--- src/rtl/segway_mtr_pkg.sv ---
// segway_mtr_pkg: shared widths, timing constants and duty conversion for the motor driver
package segway_mtr_pkg;
  localparam int PWM_W = 11;
  localparam int NONOVERLAP = 32;
  localparam int BLANK = 128;
  localparam int OVR_LIMIT = 32;
  typedef logic [PWM_W-1:0] duty_t;
  typedef enum logic {DEAD, DRIVE} nonovlp_state_t;
  localparam duty_t DUTY_MID = duty_t'(2**(PWM_W-1));
  // Halving the signed speed and offsetting by mid-scale maps full reverse..forward onto 0..max duty.
  function automatic duty_t spd2duty(input logic signed [11:0] spd);
    logic signed [11:0] h;
    h = spd >>> 1;
    return h[PWM_W-1:0] + DUTY_MID;
  endfunction
endpackage

--- src/rtl/segway_pwm_nonovlp.sv ---
// segway_pwm_nonovlp: turns one PWM signal into a dead-time separated high/low gate pair
module segway_pwm_nonovlp
  import segway_mtr_pkg::*;
(
  input  logic clk,
  input  logic rst,
  input  logic pwm_sig,
  input  logic kill,
  output logic PWM1,
  output logic PWM2,
  output logic hi_rise
);
  localparam int DW = $clog2(NONOVERLAP);
  nonovlp_state_t state, state_nxt;
  logic tgt;
  logic [DW-1:0] dcnt, dcnt_nxt;
  logic chg;
  assign chg = pwm_sig != tgt;
  always_comb begin
    state_nxt = chg ? DEAD : (state == DEAD && dcnt == DW'(NONOVERLAP-1)) ? DRIVE : state;
    dcnt_nxt = chg ? '0 : (state == DEAD && dcnt != DW'(NONOVERLAP-1)) ? dcnt + DW'(1) : dcnt;
  end
  always_ff @(posedge clk or posedge rst)
    if (rst) begin
      state <= DEAD;
      tgt <= 1'b0;
      dcnt <= '0;
      PWM1 <= 1'b0;
      PWM2 <= 1'b0;
      hi_rise <= 1'b0;
    end else begin
      state <= state_nxt;
      tgt <= pwm_sig;
      dcnt <= dcnt_nxt;
      PWM1 <= ~kill & (state == DRIVE) & tgt;
      PWM2 <= ~kill & (state == DRIVE) & ~tgt;
      hi_rise <= ~kill & (state == DRIVE) & tgt & ~PWM1;
    end
endmodule

--- src/rtl/segway_mtr_drv.sv ---
// segway_mtr_drv: dual H-bridge PWM driver with dead time; SEGWAY_MTR_OVR_I_EN adds over-current shutdown
module segway_mtr_drv
  import segway_mtr_pkg::*;
(
  input  logic        clk,
  input  logic        rst,
  input  logic [11:0] lft_spd,
  input  logic [11:0] rght_spd,
  input  logic        OVR_I_lft,
  input  logic        OVR_I_rght,
  output logic        PWM1_lft,
  output logic        PWM2_lft,
  output logic        PWM1_rght,
  output logic        PWM2_rght,
  output logic        OVR_I_shtdwn
);
  logic [PWM_W-1:0] cnt;
  duty_t duty_l, duty_r;
  logic sig_l, sig_r, kill, rise_l, rise_r;
  // Duty is only reloaded on the last count so a period never changes mid-way.
  always_ff @(posedge clk or posedge rst)
    if (rst) begin
      cnt <= '0;
      duty_l <= DUTY_MID;
      duty_r <= DUTY_MID;
      sig_l <= 1'b0;
      sig_r <= 1'b0;
    end else begin
      cnt <= cnt + PWM_W'(1);
      if (&cnt) begin
        duty_l <= spd2duty(lft_spd);
        duty_r <= spd2duty(rght_spd);
      end
      sig_l <= cnt < duty_l;
      sig_r <= cnt < duty_r;
    end
  segway_pwm_nonovlp u_lft (.clk(clk), .rst(rst), .pwm_sig(sig_l), .kill(kill),
                            .PWM1(PWM1_lft), .PWM2(PWM2_lft), .hi_rise(rise_l));
  segway_pwm_nonovlp u_rght (.clk(clk), .rst(rst), .pwm_sig(sig_r), .kill(kill),
                             .PWM1(PWM1_rght), .PWM2(PWM2_rght), .hi_rise(rise_r));
`ifdef SEGWAY_MTR_OVR_I_EN
  localparam int BW = $clog2(BLANK+1);
  localparam int OW = $clog2(OVR_LIMIT+1);
  logic [1:0] sync_l, sync_r;
  logic [BW-1:0] blank_l, blank_r;
  logic [OW-1:0] ovr_cnt;
  logic period_flt, flt_now;
  // The rise cycle itself still sees last period's saturated blank count, so it is excluded.
  assign flt_now = (sync_l[1] & PWM1_lft & ~rise_l & (blank_l >= BW'(BLANK))) |
                   (sync_r[1] & PWM1_rght & ~rise_r & (blank_r >= BW'(BLANK)));
  always_ff @(posedge clk or posedge rst)
    if (rst) begin
      sync_l <= '0;
      sync_r <= '0;
      blank_l <= '0;
      blank_r <= '0;
      ovr_cnt <= '0;
      period_flt <= 1'b0;
      OVR_I_shtdwn <= 1'b0;
    end else begin
      sync_l <= {sync_l[0], OVR_I_lft};
      sync_r <= {sync_r[0], OVR_I_rght};
      blank_l <= rise_l ? '0 : (blank_l == BW'(BLANK)) ? blank_l : blank_l + BW'(1);
      blank_r <= rise_r ? '0 : (blank_r == BW'(BLANK)) ? blank_r : blank_r + BW'(1);
      period_flt <= (&cnt) ? 1'b0 : period_flt | flt_now;
      if (&cnt)
        ovr_cnt <= ~(period_flt | flt_now) ? '0 :
                   (ovr_cnt == OW'(OVR_LIMIT)) ? ovr_cnt : ovr_cnt + OW'(1);
      OVR_I_shtdwn <= OVR_I_shtdwn | (ovr_cnt == OW'(OVR_LIMIT));
    end
  assign kill = OVR_I_shtdwn;
`else
  logic unused_ovr;
  assign unused_ovr = OVR_I_lft ^ OVR_I_rght ^ rise_l ^ rise_r;
  assign OVR_I_shtdwn = 1'b0;
  assign kill = 1'b0;
`endif
endmodule
--- config.mk ---
export PLATFORM = sky130hd
export DESIGN_NAME = segway_mtr_drv
export DESIGN_NICKNAME = d
export VERILOG_FILES = /design/src/rtl/segway_mtr_pkg.sv /design/src/rtl/segway_pwm_nonovlp.sv /design/src/rtl/segway_mtr_drv.sv
export SDC_FILE = /design/constraint.sdc
export NUM_CORES = 1
export LEC_CHECK = 0
export CORE_MARGIN = 1
export CORE_UTILIZATION = 33
export DETAILED_ROUTE_END_ITERATION = 16
export SYNTH_ARGS = -nofsm -noshare
export SYNTH_HDL_FRONTEND = slang
export SYNTH_SLANG_ARGS = --single-unit
export TNS_END_PERCENT = 30
--- constraint.sdc ---
create_clock -name clk -period 1.9 [get_ports clk]
set_clock_uncertainty 0.05 [all_clocks]
set_input_delay 0.285 -clock clk [delete_from_list [all_inputs] [get_ports clk]]
set_output_delay 0.285 -clock clk [all_outputs]
set_load 0.05 [all_outputs]
[Word level (Yosys, flattened, before mapping)]
Index checks and enable logic that the tools add are counted.
Cells by class
  $add $sub $neg: 5
  magnitude comparators: 2
  equal/unequal tests: 6
  mux-type cells: 8
  bitwise operators: 8
  reductions and logical operators: 9
Operators by type and width (number)
  11-bit adder, second input constant: 2
  11-bit < comparator: 2
  5-bit two-way mux: 4
  11-bit by 1-bit adder with 11-bit output, second input constant: 1
  11-bit AND reduction: 1
  5-bit by 1-bit adder with 5-bit output, second input constant: 2
  5-bit equality test, second input constant: 2
  5-bit inequality test, second input constant: 2
  2-bit nonzero test: 4
  1-bit bitwise AND: 4
  1-bit logical AND: 4
  1-bit two-way mux: 4
  1-bit NOT: 4
  1-bit inequality test: 2
Storage, ports and cells
  flip-flop bits (word level): 53
  output and inout port bits: 5

[Depth between registers and ports, before layout]
Gate-level depths: netlist of run 1.
  word-level depth: 4
  depth in mapped cells: 7
  depth with buffers taken out: 7

[Cells and area by module]
From an unflattened synthesis of run 1, not the netlist that was laid out.
Second synthesis, totals
  cell total of the unflattened synthesis: 231
  area total of the unflattened synthesis: 2726.4 um2
By module, submodules not included
  segway_mtr_drv: instances 1, cells each 159, area an instance 1900.6 um2, sequential area each 878.3 um2
  segway_pwm_nonovlp: instances 2, cells each 36, area an instance 412.9 um2, sequential area each 250.2 um2

[Worst setup path before layout of run 1]
No wires, ideal clock.
  path type: flip-flop to flip-flop
  start: register u_rght.dcnt[0]
  end: register u_rght.dcnt[3]
  setup time: 0.134 ns
  arrival time: 1.529 ns
  path slack: 0.188 ns
  stages on the path, launching flop included: 8
  path buffers: 0
  period minus slack after synthesis: 1.712 ns
  cells stage by stage: dfrtp_1 > ha_1 > and3_1 > ha_1 > nor2_1 > nand4_1 > xor2_1 > nor2_1
On the way
  longest elaborated chain between the ends: 3
  elaborated cells between the ends (all ways): 6
  those cells by class: add/sub (1); eq/ne (1); mux (2); reduce/logical (2)
Ends and longest elaborated chain
  from (decl): line segway_pwm_nonovlp.sv:16  | logic [DW-1:0] dcnt, dcnt_nxt;
  from (signal assigned): line segway_pwm_nonovlp.sv:34  | dcnt <= dcnt_nxt;
  5-bit by 1-bit adder with 5-bit output or 5-bit inequality test (tied branches): line segway_pwm_nonovlp.sv:21  | dcnt_nxt = chg ? '0 : (state == DEAD && dcnt != DW'(NONOVERLAP-1)) ? dcnt + DW'(1) : dcnt;
  5-bit two-way mux or 1-bit logical AND (tied branches): line segway_pwm_nonovlp.sv:21
  5-bit two-way mux or 2-bit nonzero test (tied branches)
Several ways; a longest one is shown, not always the timed one. The select of a mux whose other input is x is not followed.
A chain may end at the register's enable or synchronous reset.

[Worst setup path after layout of run 1]
  start: register u_rght.PWM2
  end: output port PWM2_rght
RTL lines
  from (decl): line segway_pwm_nonovlp.sv:10  | output logic PWM2,
  from (signal assigned): line segway_pwm_nonovlp.sv:36  | PWM2 <= ~kill & (state == DRIVE) & ~tgt;
  to (decl): line segway_mtr_drv.sv:14  | output logic PWM2_rght,
No word-level cell between the ends.

==> results of run 1 <==
[per-layer routing]
layer / GRT usage (%) / up-vias / wire length (µm)
li1: - / 818 / -
met1: 13.76 / 796 / 2022
met2: 18.59 / 26 / 2018
met3: 2.902 / 3 / 162
met4: 3.906 / 0 / 34
met5: 0 / - / 0
[power by group through the flow]
stage	Sequential (W)	Clock [W]	Combinational, W
after global placement	0.00115	0	0.0000872
after detailed placement	0.00115	0	0.0000877
final	0.00113	0.000624	0.0000848
after floorplan	0.00115	0	0.0000234
after global routing	0.00113	0.000698	0.0000937
after CTS	0.00113	0.000661	0.0000878
[worst min path at each step]
| stage | cells after the start | start | slack [ns] | endpoint |
|---|---|---|---|---|
| floorplan | 1 | lft_spd[11] | 0.29 | duty_l[10] |
| global placement | 0 | sig_l | 0.33 | u_lft.tgt |
| detailed placement | 0 | sig_l | 0.33 | u_lft.tgt |
| CTS | 3 | rst | 0.28 | u_rght.dcnt[4] |
| global route | 3 | rst | 0.29 | u_rght.dcnt[4] |
| finish | 3 | rst | 0.29 | u_rght.dcnt[4] |
[layout make-up]
type                    count  area, µm²
clock buffers               6      72.57
flip-flops and latches     53       1329
well taps                 102      127.6
inverters                  23      86.33
fillers                   773       4543
repair buffers             37      395.4
clock inverters             2      15.01
multi-input cells         140       1199
[cells by family (layout without fill, tap and decap cells)]
| group | after synthesis | in the layout | share of synthesized area [%] |
|---|---|---|---|
| mux | 22 | 22 | 11.72 |
| buf+inv | 27 | 68 | 5.297 |
| compound gates | 24 | 24 | 5.157 |
| fa+ha+maj | 25 | 25 | 11.72 |
| flops | 53 | 53 | 49.79 |
| simple gates | 51 | 51 | 10.60 |
| xor+xnor | 17 | 17 | 5.579 |
| other cells | 1 | 1 | 0.1405 |
[state kept, by name (all words and copies together) (netlist names)]
| register | count |
|---|---|
| u_rght.dcnt | 5 |
| sig_r | 1 |
| u_lft.PWM1 | 1 |
| u_rght.tgt | 1 |
| u_rght.state | 1 |
| duty_l | 11 |
| u_rght.PWM1 | 1 |
| cnt | 11 |
| u_lft.tgt | 1 |
| u_lft.state | 1 |
| duty_r | 11 |
| u_lft.dcnt | 5 |
| u_lft.PWM2 | 1 |
| sig_l | 1 |
| u_rght.PWM2 | 1 |
[metrics by stage]
stage | power [W] | area, µm²
2_1_floorplan | 0.001173 | 2669
3_5_place_dp | 0.001237 | 3137
5_1_grt | 0.001919 | 3224
6_report | 0.001836 | 3224
3_3_place_gp | 0.001237 | 3137
4_1_cts | 0.001876 | 3224
[cell usage in the layout (no fill, tap or decap), drive strengths merged]
cell type,count
nand3,4
buf,10
dfrtp,51
inv,23
clkbuf,6
xnor2,9
mux2i,2
nor2,16
a21oi,10
xor2,8
a31oi,2
conb,1
and3,3
a21o,2
and4,1
clkinvlp,2
mux2,20
nor2b,6
clkdlybuf4s50,27
nand2,13
dfstp,2
o311a,2
nand4,6
and2,2
ha,25
o21ai,8
==> metrics.txt, run 1 <==
largest net degree at the start of global routing=35; WP data arrival=1.43 ns; Max Root-Sink Buffers=2; Fmax achieved=0.5677 GHz; initial antenna violation count=0; most common cell in the netlist=dfrtp_1; Post-Syn Nets=273; RSZ-0062 raised after global routing=false; hold crit path type=in2async; Worst R2R Setup Slack=0.15 ns; Routed Wire Length=around 4.2 mm; share of layout cells above drive strength 1=16.86%; CP Capture Type=primary output; Clk Latency, worst-skew pair=0.30 ns; DRT Pass-1 Iters=4; post-CTS setup buffers=0; Mean Syn Cell Area=12.13 µm²; Synth Register Bits=53; Internal Power=between 0.001 and 0.0015 W; crit-path max cell delay=~0.8 ns; worst vdd rail ir drop=0.2579 mV; crit-path cells=clkdlybuf4s50_1; Rows=32; final setup fails=0; area growth from synthesis to layout=20.82%; die height=about 92 µm; H-tree Lvls=2; outcome=complete, no violations; hpwl dp=3.153 mm; power share of the clock group=34.0%; part of the power in registers=61.4%; cell count along the critical path=1; max-slew violations=0; setup TNS=0 ns; max-cap violation count=0; register area share after synthesis=49.79%; Max Fanout on Critical Path=1; Switching Fraction=between 20% and 30%; LEAKAGE=1.368 nW; ranking of synthesized cells by area=dfrtp_1, ha_1, mux2_4; CP Launch Type=flop; Post-Syn Instances=220; EDFF count, synth=0; final hold vios=0; first-pass GRT wire length=around 7.5 mm; initial core utilization=34.36%; Sink Count=53; power per cell area=between 500 and 600 mW/mm²; crit path max-delay cell type=clkdlybuf4s50_1; DRC Markers=0; post-DR wirelength/cell=11.67 µm; CP bufs+invs=1; top post-synthesis cells by count=dfrtp_1, ha_1, inv_1; Reg clk slew, reported paths=0.09 ns; Vias/cell=4.526; critical path class=reg2out; core box area=0.007767 mm²; Final nets=313; vias in the first global route=1666; Antenna Nets Post-Route=0; RR Endpoint=duty_l[0]; Hold WS=about 0.29 ns; Setup crit start=u_rght.PWM2; cell depth of the worst flop-to-flop path=6; GP Congestion=0.7260; Synth area leader=dfrtp_1; placed insts=roughly 360; hold-fix buffer count after cts=0; fin crit share=92.72%; cts repair resizes=0; CP required=1.56 ns; vias post-DR=1643; Netlist cell types=28; grt ovf=0; Iter 0 DRT Violations=42; PnR worst setup slack=0.1384 ns; I/O pin cnt=33; total CTS buffers=5; Antenna Cells=0; ys async rst share=100.0%; CTS tree=done; Switch Pwr=between 0.0003 and 0.0004 W; post-synth top area share=47.82%; die width=91.93 µm; total track usage=11.10%; fin util=roughly two fifths; top_reg_cell synth=dfrtp_1; CTS root buffer=clkbuf_8; CP top delay family=buffers and inverters; warnings from Yosys=0; Die ar.=roughly 0.0085 mm²; Period minus WS final=around 1.8 ns; Critical Path Sink=PWM2_rght; Mapped Area=0.002669 mm²; Layout Cells excl Fill=363; dpl ws=around 0.16 ns; combinational power share=4.6%; Reg2Reg Launch Point=cnt[0]; IO Port Bufs=27
No activity file was read; power rests on OpenSTA's default activity.
==> inputs of run 2 (changes only) <==
--- a/config.mk
+++ b/config.mk
@@ -6,8 +6,9 @@
 export NUM_CORES = 1
 export LEC_CHECK = 0
 export CORE_MARGIN = 1
-export CORE_UTILIZATION = 33
+export CORE_UTILIZATION = 55
 export DETAILED_ROUTE_END_ITERATION = 16
+export PLACE_DENSITY = 0.79
 export SYNTH_ARGS = -nofsm -noshare
 export SYNTH_HDL_FRONTEND = slang
 export SYNTH_SLANG_ARGS = --single-unit
==> metrics.txt, run 2 (synthesis results as in run 1) <==
outcome=complete, no violations; Reg clk slew, reported paths=0.09 ns (about the same); share of layout cells above drive strength 1=17.94% (+1.1 points); cts repair resizes=0 (unchanged); CP Launch Type=flop; Worst R2R Setup Slack=0.11 ns (-0.04 ns); max-slew violations=0 (unchanged); Layout fillers=330 (-57%); Hold WS=0.2950 ns (+0.009731 ns); design area=0.003193 mm² (-0.97%); largest net degree at the start of global routing=54 (+54%); Critical Path Sink=duty_l[5]; Sink Count=53 (unchanged); grt ovf=0 (unchanged); Die ar.=0.005135 mm² (-39%); CP required=2.04 ns (+0.48 ns); core box area=0.004504 mm² (-42%); IO Port Bufs=27 (unchanged); Clk Latency, worst-skew pair=0.30 ns (about the same); Period minus WS final=1.793 ns (+0.03131 ns); die height=71.66 µm (-22%); RR Endpoint=duty_l[5]; area growth from synthesis to layout=19.64%; placed cell areas=0.003057 mm² (-2.6%); GP Congestion=0.7303 (+0.59%); Antenna Cells=0 (unchanged); final setup fails=0 (unchanged); CTS tree=done; largest registers=cnt: 11 flops, duty_l: 11 flops, duty_r: 11 flops; fin crit share=94.36% (+1.6 points); DRT Pass-1 Iters=4 (unchanged); Antenna Nets Post-Route=0 (unchanged); I/O pin cnt=33 (unchanged); WP data arrival=1.93 ns (+0.50 ns); vias post-DR=1654 (+0.67%); commonest non-fill, non-tap cells in the layout=dfrtp_1, clkdlybuf4s50_1, ha_1; first-pass GRT wire length=7.493 mm (+0.19%); cell depth of the worst flop-to-flop path=6 (unchanged); PnR worst setup slack=0.1071 ns (-0.03131 ns); initial antenna violation count=0 (unchanged); CP Capture Type=flop; LEAKAGE=1.396 nW (+2.1%); Max Fanout on Critical Path=6 (+5); total track usage=19.25% (+8.2 points); hold crit path type=in2async; vias in the first global route=1715 (+2.9%); RSZ-0062 raised after global routing=false; critical path class=reg2reg; total power=0.002087 W (+14%); total CTS buffers=5 (unchanged); Setup crit start=cnt[1]; post-CTS setup buffers=0 (unchanged); hpwl dp=3.109 mm (-1.4%); Vias/cell=5.268 (+16%); worst vdd rail ir drop=0.3441 mV (+33%); die width=71.66 µm (-22%); Reg2Reg Launch Point=cnt[1]; CTS root buffer=clkbuf_8; Routed Wire Length=4.162 mm (-1.7%); initial core utilization=59.25% (+25 points); hold-fix buffer count after cts=0 (unchanged); Iter 0 DRT Violations=59 (+40%); post-DR wirelength/cell=13.25 µm (+14%); setup TNS=0 ns (unchanged); DRC Markers=0 (unchanged); Final nets=314 (+0.32%); dpl ws=0.1103 ns (-0.05099 ns); Rows=24 (-25%); commonest non-fill, non-tap cell in the layout=dfrtp_1; Fmax achieved=0.5577 GHz (-1.7%); H-tree Lvls=2 (unchanged); power per cell area=653.7 mW/mm² (+15%); Max Root-Sink Buffers=2 (unchanged); max-cap violation count=0 (unchanged); final hold vios=0 (unchanged)
[run 2: cell count changes in the layout (fill, tap and decap cells not counted), sizes merged]
cell      before  now
buf           10   11
bufinv         0    2
clkbuf         6    5
clkinv         0    1
clkinvlp       2    0
[run 2: layout make-up]
cell class | count | area, µm² | share of cell area [%]
clock buffers | 5 | 68.82 | 2.155
clock inverters | 3 | 65.06 | 2.038
inverters | 23 | 86.33 | 2.704
multi-input cells | 140 | 1201 | 37.62
flip-flops and latches | 53 | 1329 | 41.61
well taps | 52 | 65.06 | 2.038
repair buffers | 38 | 377.9 | 11.83
[run 2: worst max-delay path, stage by stage, from the launching register on]
cell and delay [ns]:
dfrtp_1 0.41, ha_1 0.19, and3_1 0.22, nand3_4 0.11, nor2_8 0.19, buf_4 0.20
mux2_4 0.30
[run 2: power breakdown]
group          internal (W)  switching [W]  total [W]
combinational     0.0000463      0.0000325  0.0000788
clock              0.000523       0.000358   0.000881
sequential          0.00113              0    0.00113
total               0.00170       0.000391    0.00209
[run 2: per-layer routing]
layer	share of wire, %	vias to the layer above	track usage [%]
li1	-	821	-
met3	2.9	2	4.782
met4	0.41	0	5.882
met2	52	25	33.96
met1	45	806	23.23
met5	0	-	0
[run 2: how the worst min path moves through the flow]
stage / start / cells after the start / slack [ns] / endpoint
floorplan: lft_spd[11] / 1 / 0.29 / duty_l[10]
global placement: sig_r / 0 / 0.33 / u_rght.tgt
detailed placement: sig_r / 0 / 0.33 / u_rght.tgt
CTS: rst / 3 / 0.30 / u_lft.PWM1
global route: rst / 3 / 0.33 / u_rght.dcnt[4]
finish: rst / 3 / 0.29 / u_rght.dcnt[4]
[run 2: per-stage QoR]
stage	cells	util (%)
finish	314	70.89
global route	314	70.89
CTS	314	70.83
detailed placement	306	67.86
global placement	306	67.86
floorplan	220	-
